File: src/rtl/mux16_out_ctrl.sv
`timescale 1ns/1ps
// mux16_out_ctrl
//   Sequences a full readout of 16 banks x 2**ADDR_W words through an
//   external 16:1 mux and streams the words out over a valid/ready port.
//   Issue order is address-major, bank-minor. Read data returns one cycle
//   after rd_en and is buffered in a 2-entry output FIFO.
//
//   Configuration macro: OUT_BITREV_EN -- when defined, banks within each
//   address are visited in 4-bit bit-reversed order instead of 0..15.
//   Data width comes from the shared define `D_width.
//
// Ports
//   clk, rst_n      clock, asynchronous active-low reset
//   start           one-cycle readout request, honoured only when idle
//   busy            readout in progress
//   done            one-cycle pulse after the last beat is accepted
//   rd_en, rd_addr  bank read strobe and common bank address
//   sel_out         mux select, aligned with mux_q
//   mux_q           mux output, valid the cycle after rd_en
//   out_data/out_valid/out_ready  downstream stream
`ifndef D_width
`define D_width 16
`endif

module mux16_out_ctrl #(
   parameter int ADDR_W = 4
) (
   input  logic                  clk,
   input  logic                  rst_n,
   input  logic                  start,
   output logic                  busy,
   output logic                  done,
   output logic                  rd_en,
   output logic [ADDR_W-1:0]     rd_addr,
   output logic [3:0]            sel_out,
   input  logic [`D_width-1:0]   mux_q,
   output logic [`D_width-1:0]   out_data,
   output logic                  out_valid,
   input  logic                  out_ready
);

   typedef enum logic [1:0] {IDLE, RUN, DRAIN, FIN} state_t;

   state_t               state;
   logic [3:0]           bank_cnt;
   logic [ADDR_W-1:0]    addr_cnt;
   logic [3:0]           bank_seq;
   logic [`D_width-1:0]  fifo_mem [2];
   logic                 wr_ptr;
   logic                 rd_ptr;
   logic [1:0]           fifo_cnt;
   logic [1:0]           fifo_cnt_nxt;
   logic                 cap_pend;   // read issued last cycle, data on mux_q now
   logic                 push;
   logic                 pop;
   logic                 last_issue;
   logic [2:0]           level;

`ifdef OUT_BITREV_EN
   assign bank_seq = {bank_cnt[0], bank_cnt[1], bank_cnt[2], bank_cnt[3]};
`else
   assign bank_seq = bank_cnt;
`endif

   assign out_valid = (fifo_cnt != 2'd0);
   assign out_data  = fifo_mem[rd_ptr];
   assign rd_addr   = addr_cnt;

   // A new read is allowed when the words already owed to the FIFO
   // (stored + landing this cycle), less the beat leaving this cycle,
   // leave room for it. Crediting the current pop is what sustains one
   // beat per cycle with only two entries.
   always_comb begin
      push         = cap_pend;
      pop          = out_valid && out_ready;
      level        = {1'b0, fifo_cnt} + {2'b00, cap_pend} - {2'b00, pop};
      rd_en        = (state == RUN) && (level < 3'd2);
      last_issue   = rd_en && (bank_cnt == 4'hF) && (addr_cnt == '1);
      fifo_cnt_nxt = fifo_cnt + {1'b0, push} - {1'b0, pop};
   end

   always_ff @(posedge clk or negedge rst_n) begin
      if (!rst_n) begin
         state    <= IDLE;
         busy     <= 1'b0;
         done     <= 1'b0;
         bank_cnt <= '0;
         addr_cnt <= '0;
         sel_out  <= '0;
         cap_pend <= 1'b0;
      end else begin
         cap_pend <= rd_en;
         if (rd_en) begin
            sel_out  <= bank_seq;
            bank_cnt <= bank_cnt + 4'd1;
            if (bank_cnt == 4'hF) begin
               addr_cnt <= addr_cnt + ADDR_W'(1);
            end
         end
         unique case (state)
            IDLE: begin
               done <= 1'b0;
               if (start) begin
                  state <= RUN;
                  busy  <= 1'b1;
               end
            end
            RUN: begin
               if (last_issue) begin
                  state <= DRAIN;
               end
            end
            DRAIN: begin
               if ((fifo_cnt_nxt == 2'd0) && !cap_pend) begin
                  state <= FIN;
                  busy  <= 1'b0;
                  done  <= 1'b1;
               end
            end
            FIN: begin
               state <= IDLE;
               done  <= 1'b0;
            end
            default: state <= IDLE;
         endcase
      end
   end

   always_ff @(posedge clk or negedge rst_n) begin
      if (!rst_n) begin
         for (int unsigned i = 0; i < 2; i++) begin
            fifo_mem[i] <= '0;
         end
         wr_ptr   <= 1'b0;
         rd_ptr   <= 1'b0;
         fifo_cnt <= '0;
      end else begin
         if (push) begin
            fifo_mem[wr_ptr] <= mux_q;
            wr_ptr           <= ~wr_ptr;
         end
         if (pop) begin
            rd_ptr <= ~rd_ptr;
         end
         fifo_cnt <= fifo_cnt_nxt;
      end
   end

endmodule

File: config.mk
export PLATFORM = sky130hd
export DESIGN_NAME = mux16_out_ctrl
export DESIGN_NICKNAME = d
export VERILOG_FILES = /design/src/rtl/mux16_out_ctrl.sv
export SDC_FILE = /design/constraint.sdc
export NUM_CORES = 1
export LEC_CHECK = 0
export CORE_MARGIN = 3
export CORE_UTILIZATION = 25
export CTS_BUF_LIST = sky130_fd_sc_hd__clkbuf_8
export DETAILED_ROUTE_END_ITERATION = 8
export HOLD_SLACK_MARGIN = 0.02
export PLACE_DENSITY = 0.42
export SKIP_CTS_REPAIR_TIMING = 1
export SLEW_MARGIN = 15
export SYNTH_ARGS = -nofsm -noshare
export SYNTH_HDL_FRONTEND = slang
export SYNTH_SLANG_ARGS = --single-unit
File: constraint.sdc
create_clock -name clk -period 4.9 [get_ports clk]
set_clock_uncertainty 0.15 [all_clocks]
set_input_delay 1.47 -clock clk [delete_from_list [all_inputs] [get_ports clk]]
set_output_delay 1.47 -clock clk [all_outputs]
set_load 0.02 [all_outputs]
# --- After elaboration in Yosys (flattened, before gate mapping) ---
# Cells that the tools add are included.
totals:
  regBits: 53
  latch_bits: 0
  ramBits: 0
  romBits: 0
  input_bits: 20
  out_inout_bits: 28
  word_cells: 66
  mem_count: 0
op_classes:
  addsub: 6
  mul: 0
  div_mod_pow: 0
  magnitude_cmp: 4
  n_eq_ne: 8
  shifts: 0
  mux: 15
  bitwise: 4
  n_reduce_logical: 17
op_table:
  columns: ["op", "n"]
  rows:
  - ["16-bit two-way mux", 4]
  - ["32-bit bitwise mux", 1]
  - ["16-bit demux with 1-bit select", 1]
  - ["4-bit by 1-bit adder with 4-bit output (second input constant)", 2]
  - ["4-bit == test (second input constant)", 2]
  - ["2-bit one-hot mux with 4 select lines", 1]
  - ["1-bit logical AND", 6]
  - ["2-bit two-way mux", 3]
  - ["2-bit inequality test (second input constant)", 3]
  - ["3-bit AND reduction", 2]
  - ["2-bit nonzero test", 3]
  - ["2-bit == test (second input constant)", 2]
  - ["2-bit >= comparator (second input constant)", 2]
  - ["2-bit logical NOT", 2]
  - ["1-bit NOT with 2-bit output", 2]
  - ["1-bit one-hot mux with 2 select lines", 2]
  - ["2-bit AND reduction", 2]
  - ["2-bit by 1-bit adder with 3-bit output", 1]
  - ["3-bit by 2-bit less-than comparator with 1-bit output (second input constant)", 1]
  - ["1-bit two-way mux", 3]
  - ["3-bit by 1-bit subtractor with 3-bit output", 1]
  - ["2-bit by 1-bit adder with 2-bit output", 1]
  - ["2-bit by 1-bit == test with 1-bit output (second input constant)", 1]
  - ["2-bit by 1-bit less-than comparator with 1-bit output (second input constant)", 1]
  - ["other kinds (4)", 5]

# --- Depth between registers and ports, before layout ---
# Gate-level depths: netlist of the first run.
depth:
  ltp_word: 9
  ltp_mapped: 12
  ltp_nobuf: 11

# --- Worst setup path before layout of the first run ---
# No wires, ideal clock.
synth_path:
  path_type: "input-to-output"
  from: "in out_ready"
  to: "out rd_en"
  arrival_ps: 3146
  t_required_ps: 3280
  path_slack_ps: 134
  cell_stages: 9
  n_path_buf: 1
  cell_sequence: "and2_1 > ha_1 > inv_1 > ha_1 > fa_1 > nand2b_1 > nand2b_1 > buf_2 > inv_2"
synth_via:
  elab_chain_len: 4
synth_lines:
  columns: ["item", "line", "source"]
  rows:
  - ["start, declared", "39", "input logic out_ready"]
  - ["1-bit logical AND", "75", "pop = out_valid && out_ready;"]
  - ["3-bit by 1-bit subtractor with 3-bit output", "76", "level = {1'b0, fifo_cnt} + {2'b00, cap_pend} - {2'b00, pop};"]
  - ["3-bit by 2-bit less-than comparator with 1-bit output", "77", "rd_en = (state == RUN) && (level < 3'd2);"]
  - ["1-bit logical AND", "77", null]
  - ["end, declared", "33", "output logic rd_en,"]
# Every way passes these cells.

# --- Worst setup path in the final report of the first run ---
layout_path:
  from: "in out_ready"
  to: "out rd_en"
layout_via:
  elab_chain_len: 4
layout_lines:
  columns: ["item", "line", "source"]
  rows:
  - ["1-bit logical AND", "75", null]
  - ["named net pop", "55", "logic pop;"]
  - ["3-bit by 1-bit subtractor with 3-bit output", "76", null]
  - ["3-bit by 2-bit less-than comparator with 1-bit output", "77", null]
  - ["1-bit logical AND", "77", null]
# The timed path passes the listed nets, and every way through them passes these cells.

==> impl_metrics.yaml, run 1 <==
run_status:
  status: "finished clean"
critical_path:
  slowest_delay_ps: 490
  cp_max_fo: 2
  crit_required_ps: 3280
  r2r_start: "fifo_cnt[1]"
  crit_arrival_ps: 3180
  cp-end-kind: "output pin"
  crit_chain: "dlymetal6s2s_1 -> and2_4 -> ha_1 -> inv_1 -> ha_2 -> fa_1 -> nand2b_4 -> nand2b_4 -> inv_4 -> buf_6"
  critPathKind: "primary input to output pin"
  worst-r2r-setup-slack_ps: 1550
  cp_slowest_cell: "fa_1"
  r2r_cells: 10
  worstReg2RegEnd: "state[1]"
  cp-start-kind: "primary input"
  path_common_cell: "nand2b_4"
global_routing:
  grt_usage: 0.09672
  antenna_found_initial: 0
  grt_pass1_wl_mm: 7.907
  grt_max_degree: 29
  grt_pass1_vias: 1629
  grt-ovfl-total: 0
die:
  die_y_um: 103.1
  initial_core_util: 0.2640
  die_w_um: 103.1
  dieArea_um2: 10640
  num_io_pins: 48
  coreArea_um2: 8934
  rows: 34
min_path:
  hp-start: "sel_out[3]"
  hold_path_end: "sel_out[3]"
  whs_path_depth: 2
  hold_path_class: "register to register"
final_layout:
  most-common-layout-cells: "dfrtp_1, mux2_2, clkdlybuf4s50_1"
  num-nets-final: 257
  ff_latch_area_um2: 1326
  fillers: 915
  syn2layout_area_growth_pct: 32.04
  drive_gt1_frac: 0.3231
  diodes: 0
  final_common_cell: "dfrtp_1"
  multi_input_area_um2: 1002
power_and_ir_drop:
  p_int_mw: 1.407
  peakVddDrop_mv: 0.2022
  cellPowerDensity_nw_per_um2: 695.7
  clockPowerShare: 0.139
  power.switching_mw: 0.7596
  leakagePower_nw: 1.386
  p_total_mw: 2.167
  p_sw_frac: 0.3506
  combPwrFrac: 0.500
  seq_power_share: 0.361
logic_synthesis:
  syn_area_per_cell_um2: 13.55
  synth-edff-count: 0
  seq_area_frac_synth: 0.5623
  synthArstFlopShare: 1.000
  yosys_warnings: 0
  ys_seq_elements: 53
  syn_nets: 203
  syn-instance-count: 174
  synth.distinct_cells: 26
  synth_ff_type: "dfrtp_1"
  syn-cell-area_um2: 2359
timing:
  timing.final.ws_setup_ps: 100.3
  setup_violations: 0
  fmax_mhz: 208.3
  tightest_slew_ps: 894.5
  min_period_ps: 4800
  report.final.hold_viol_count: 0
  drv_slew: 0
  maxSlewHeadroom: 0.4030
  period_share: 0.9795
place:
  pre_cts_ws_ps: -733.0
  io_buffers: 47
  gp_congestion: 0.6733
  dp_hpwl_mm: 3.204
clock_tree:
  worstSkewPairLatency_ps: 300
  cts_root_buf: "clkbuf_8"
  clockBufferDepth: 2
  numCtsBuffers: 5
  cts-htree-levels: 2
  cts_tree: "built"
  clock-sinks: 53
  clk_pin_slew_ps: 90
detailed_routing:
  drc: 0
  routed_wl_mm: 4.793
  via_per_inst: 4.303
  vias: 1450
  drt_iter0_markers: 25
  wire_per_inst_um: 14.22
  antenna_left: 0
  firstDrtPassIters: 4
flow_run:
  cap_violations: 0
[final cells by class]
cell class	instances	area share
flip-flops and latches	53	0.4259
repair buffers	52	0.1627
well taps	108	0.04339
inverters	8	0.01045
multi-input cells	108	0.3218
clock buffers	5	0.02210
clock inverters	3	0.01366
[routing by layer]
layer | share of wire | up-vias | track usage
met5 | 0 | - | 0
met3 | 0.054 | 2 | 0.03045
met4 | 0.0038 | 0 | 0.02390
li1 | - | 701 | -
met2 | 0.47 | 35 | 0.1569
met1 | 0.47 | 712 | 0.1257
[cell families (layout without fill, tap and decap cells)]
group,count (synthesis),in the layout,synth area share
flops,53,53,0.5623
mux,51,51,0.2435
simple gates,32,32,0.06578
buf+inv,13,68,0.02228
fa+ha+maj,9,9,0.05093
xor+xnor,9,9,0.03342
compound gates,7,7,0.02175
[cell usage after synthesis (all sizes together), types with 2 or more instances]
| library cell | count | area, um^2 |
|---|---|---|
| a21oi | 3 | 15.01 |
| nand2 | 19 | 73.82 |
| xnor2 | 4 | 35.03 |
| nor2 | 2 | 7.510 |
| nand4 | 4 | 25.02 |
| nor3 | 2 | 10.01 |
| nand2b | 2 | 12.51 |
| xor2 | 5 | 43.79 |
| mux2 | 51 | 574.3 |
| buf | 4 | 18.76 |
| inv | 8 | 30.03 |
| dfrtp | 53 | 1326 |
| ha | 8 | 100.1 |
[stage by stage]
stage / setup TNS, ps / area, um^2 / instances / utilization / hold WS, ps
global route: -8.731 / 3114 / 337 / 0.3486 / 370.3
CTS: -773.2 / 3088 / 337 / 0.3457 / 350.8
finish: 0 / 3114 / 337 / 0.3486 / 341.2
detailed placement: -733.0 / 2977 / 329 / 0.3332 / 317.8
global placement: -742.3 / 2977 / 329 / 0.3332 / 318.4
floorplan: 0 / 2359 / 174 / - / 313.4
[how the worst max path moves through the flow]
stage / startpoint / end / slack [ps] / cells past startpoint
floorplan: out_ready / rd_en / 130 / 9
global placement: out_ready / rd_en / -740 / 10
detailed placement: out_ready / rd_en / -730 / 10
CTS: out_ready / rd_en / -770 / 10
global route: out_ready / rd_en / -9 / 10
finish: out_ready / rd_en / 100 / 10
[worst max-delay path: cells and delay by family]
| kind | cells | cell delay (ps) |
|---|---|---|
| adder cells (fa/ha/maj) | 3 | 920 |
| AND/OR/NAND/NOR | 3 | 450 |
| buffers and inverters | 4 | 350 |
[power groups by stage]
stage	combinational, mW	clock [mW]	sequential (mW)
2_1_floorplan	0.690	0	0.757
3_3_place_gp	1.07	0	0.795
3_5_place_dp	1.06	0	0.795
4_1_cts	1.07	0.318	0.786
5_1_grt	1.19	0.336	0.812
6_report	1.08	0.301	0.781
[sequential cells by signal, indices dropped and copies added, names as in the netlist]
name and count:
rd_ptr 1, rd_addr 4, busy 1, done 1
fifo_mem 32, bank_cnt 4, state 2, fifo_cnt 2
sel_out 4, cap_pend 1, wr_ptr 1
No activity file was read; power rests on OpenSTA's default activity.
==> inputs of run 2 (changes only) <==
Settings changed: GPL_ROUTABILITY_DRIVEN from default to 1.
==> results of run 2 <==
Final layout, timing and power as in run 1 (identical DEF).
==> RTL edit: new RTL, config.mk and constraints of run 1 <==
`ADDR_W`: 4 -> 5.
--- a/src/rtl/mux16_out_ctrl.sv
+++ b/src/rtl/mux16_out_ctrl.sv
@@ -23,7 +23,7 @@
 `endif
 
 module mux16_out_ctrl #(
-   parameter int ADDR_W = 4
+   parameter int ADDR_W = 5
 ) (
    input  logic                  clk,
    input  logic                  rst_n,
Ports: changed (resized rd_addr); port bits go from 48 to 49. No check against the original RTL was run, so the function may have changed too.
==> RTL edit against run 1 <==
- die area up 1.8%
- sequential cell count up 1
- cell area up 2.1%
- final cell count up 8.0%
- worst setup slack better by 0.086 ns
- non-clock buffer count up 3
- synthesized cell count up 1.7%
- area after synthesis up 1.9%
- first-iteration DRC count down 64%
- wire length about the same
- count of clock-buffer cells in the layout unchanged
- register-to-register slack better by 0.07 ns
- power up 0.80%
- critical path type unchanged
- critical endpoint unchanged
- largest power group unchanged
==> RTL edit: results (changes against run 1) <==
* YS warnings at 0 (unchanged)
* Status: finished clean
* CP max stage delay at 0.47 ns (-0.02 ns)
* Adder-cell share of the synthesized area at 5.52% (+0.43 points)
* Max reg flops at 32 (unchanged)
* WL final at 4800 um (about the same)
* Crit-path max FO at 2 (unchanged)
* CTS buffer count at 5 (unchanged)
* Initial antenna violation count at 0 (unchanged)
* Post-Place Worst Slack at -0.656 ns (+0.0774 ns)
* Worst hold start: sel_out[0]$_DFFE_PN0P_
* Synth area leaders: dfrtp_1 (56%), mux2_2 (24%), ha_1 (4.7%), nand2_1 (2.8%), xor2_1 (1.8%)
* Hold WC Path Type: reg2reg
* Compound-cell area share of the yosys netlist at 1.56% (-0.61 points)
* Reg-to-Reg Start: fifo_cnt[1]$_DFF_PN0_
* Drt first pass iters at 2 (-2)
* Lkg Pwr at 1.42 nW (+2.3%)
* XOR/XNOR Fraction of Synth Area at 3.28% (-0.063 points)
* Via count at 1,481 (+2.1%)
* GR Util All Layers at 9.59% (-0.078 points)
* Worst-Skew Late Latency at 0.30 ns (about the same)
* Fin nets at 265 (+3.1%)
* H-tree Lvls at 2 (unchanged)
* Final hold vios at 0 (unchanged)
* Largest net degree at the start of global routing at 32 (+10%)
* Clk root buf: clkbuf_8
* Largest Register: fifo_mem
* Actual slew at the worst max-slew pin at 0.880 ns (-0.0147 ns)
* Synth unique cells at 26 (unchanged)
* DRT iter0 DRCs at 9 (-64%)
* Most frequent cells after synthesis: dfrtp_1 (54), mux2_2 (51), nand2_1 (18)
* First-pass GRT wire length at 8350 um (+5.6%)
* Register-to-register path setup slack at 1.62 ns (+0.07 ns)
* CP endpoint kind: output pin
* Max IR drop VDD at 0.523 mV (+160%)
* Routability cong. at 0.689 (+2.4%)
* Crit path DAT at 3.09 ns (-0.09 ns)
* Clk pin slew, worst setup/hold paths at 0.09 ns (about the same)
* Layout cells sized above 1 at 32.8% (+0.45 points)
* CP startpoint: out_ready
* Hpwl dp at 3240 um (+1.2%)
* Slowest stage cell, crit path: fa_2
* Syn nets at 207 (+2.0%)
* CTS max path bufs at 2 (unchanged)
* Final setup margin at 0.186 ns (+0.0855 ns)
* Vias in the first global route at 1,636 (+0.43%)
* Fraction of registers with async set/reset at 100% (unchanged)
* Mux cell area share after synthesis at 24.9% (+0.58 points)
* Port bufs at 48 (+2.1%)
* # diodes at 0 (unchanged)
* Seq/Total Area, Yosys at 56.2% (about the same)
## RTL edit: changes by cell type after synthesis, moves of 2 or more
cell and change:
nand2b_1 -2, nand3_1 +2, nand4_1 -2, nor2_1 +2, nor3_1 -2
## RTL edit: path summary, 6_finish.rpt
check / endpoint / depth (start not counted)
min in group asynchronous: state[0]$_DFFE_PN0P_ / 1
max reg2reg: state[1]$_DFFE_PN0P_ / 11
min reg2reg: sel_out[0]$_DFFE_PN0P_ / 2
min: sel_out[0]$_DFFE_PN0P_ / 2
max in group asynchronous: fifo_mem[25]$_DFFE_PN0P_ / 2
max: rd_en / 10
## RTL edit: layout make-up
| cell class | count | area, sq um |
|---|---|---|
| fill | 951 | 6100 |
| timing repair buffer | 55 | 532 |
| multi-input combinational | 110 | 1020 |
| clock inverter | 2 | 7.51 |
| tap | 129 | 161 |
| sequential | 54 | 1350 |
| clock buffer | 5 | 68.8 |
| inverter | 9 | 33.8 |
## RTL edit: routing by layer
metal,routed length [um],track usage (%)
met1,2160,11.9
met2,2370,16.1
met3,204,2.67
met4,60,3.13
met5,0,0
## RTL edit: power by group
group          total (W)  switching (W)  internal, W
clock network   0.000231       0.000137    0.0000948
registers       0.000781       0.000136     0.000644
logic            0.00117       0.000516     0.000656
total            0.00218       0.000789      0.00139
## RTL edit: stage by stage
step	power, W	std cells	area [sq um]	hold WS [ns]
floorplan	0.00144	177	2400	0.322
global placement	0.00194	357	3070	0.317
detailed placement	0.00194	357	3070	0.312
CTS	0.00218	364	3150	0.343
global route	0.00237	364	3180	0.376
finish	0.00218	364	3180	0.337
## RTL edit: worst max-delay path: cells and delay by family
kind | cells | cell delay, ns
buf+inv | 4 | 0.37
simple gates | 3 | 0.36
fa+ha+maj | 3 | 0.90
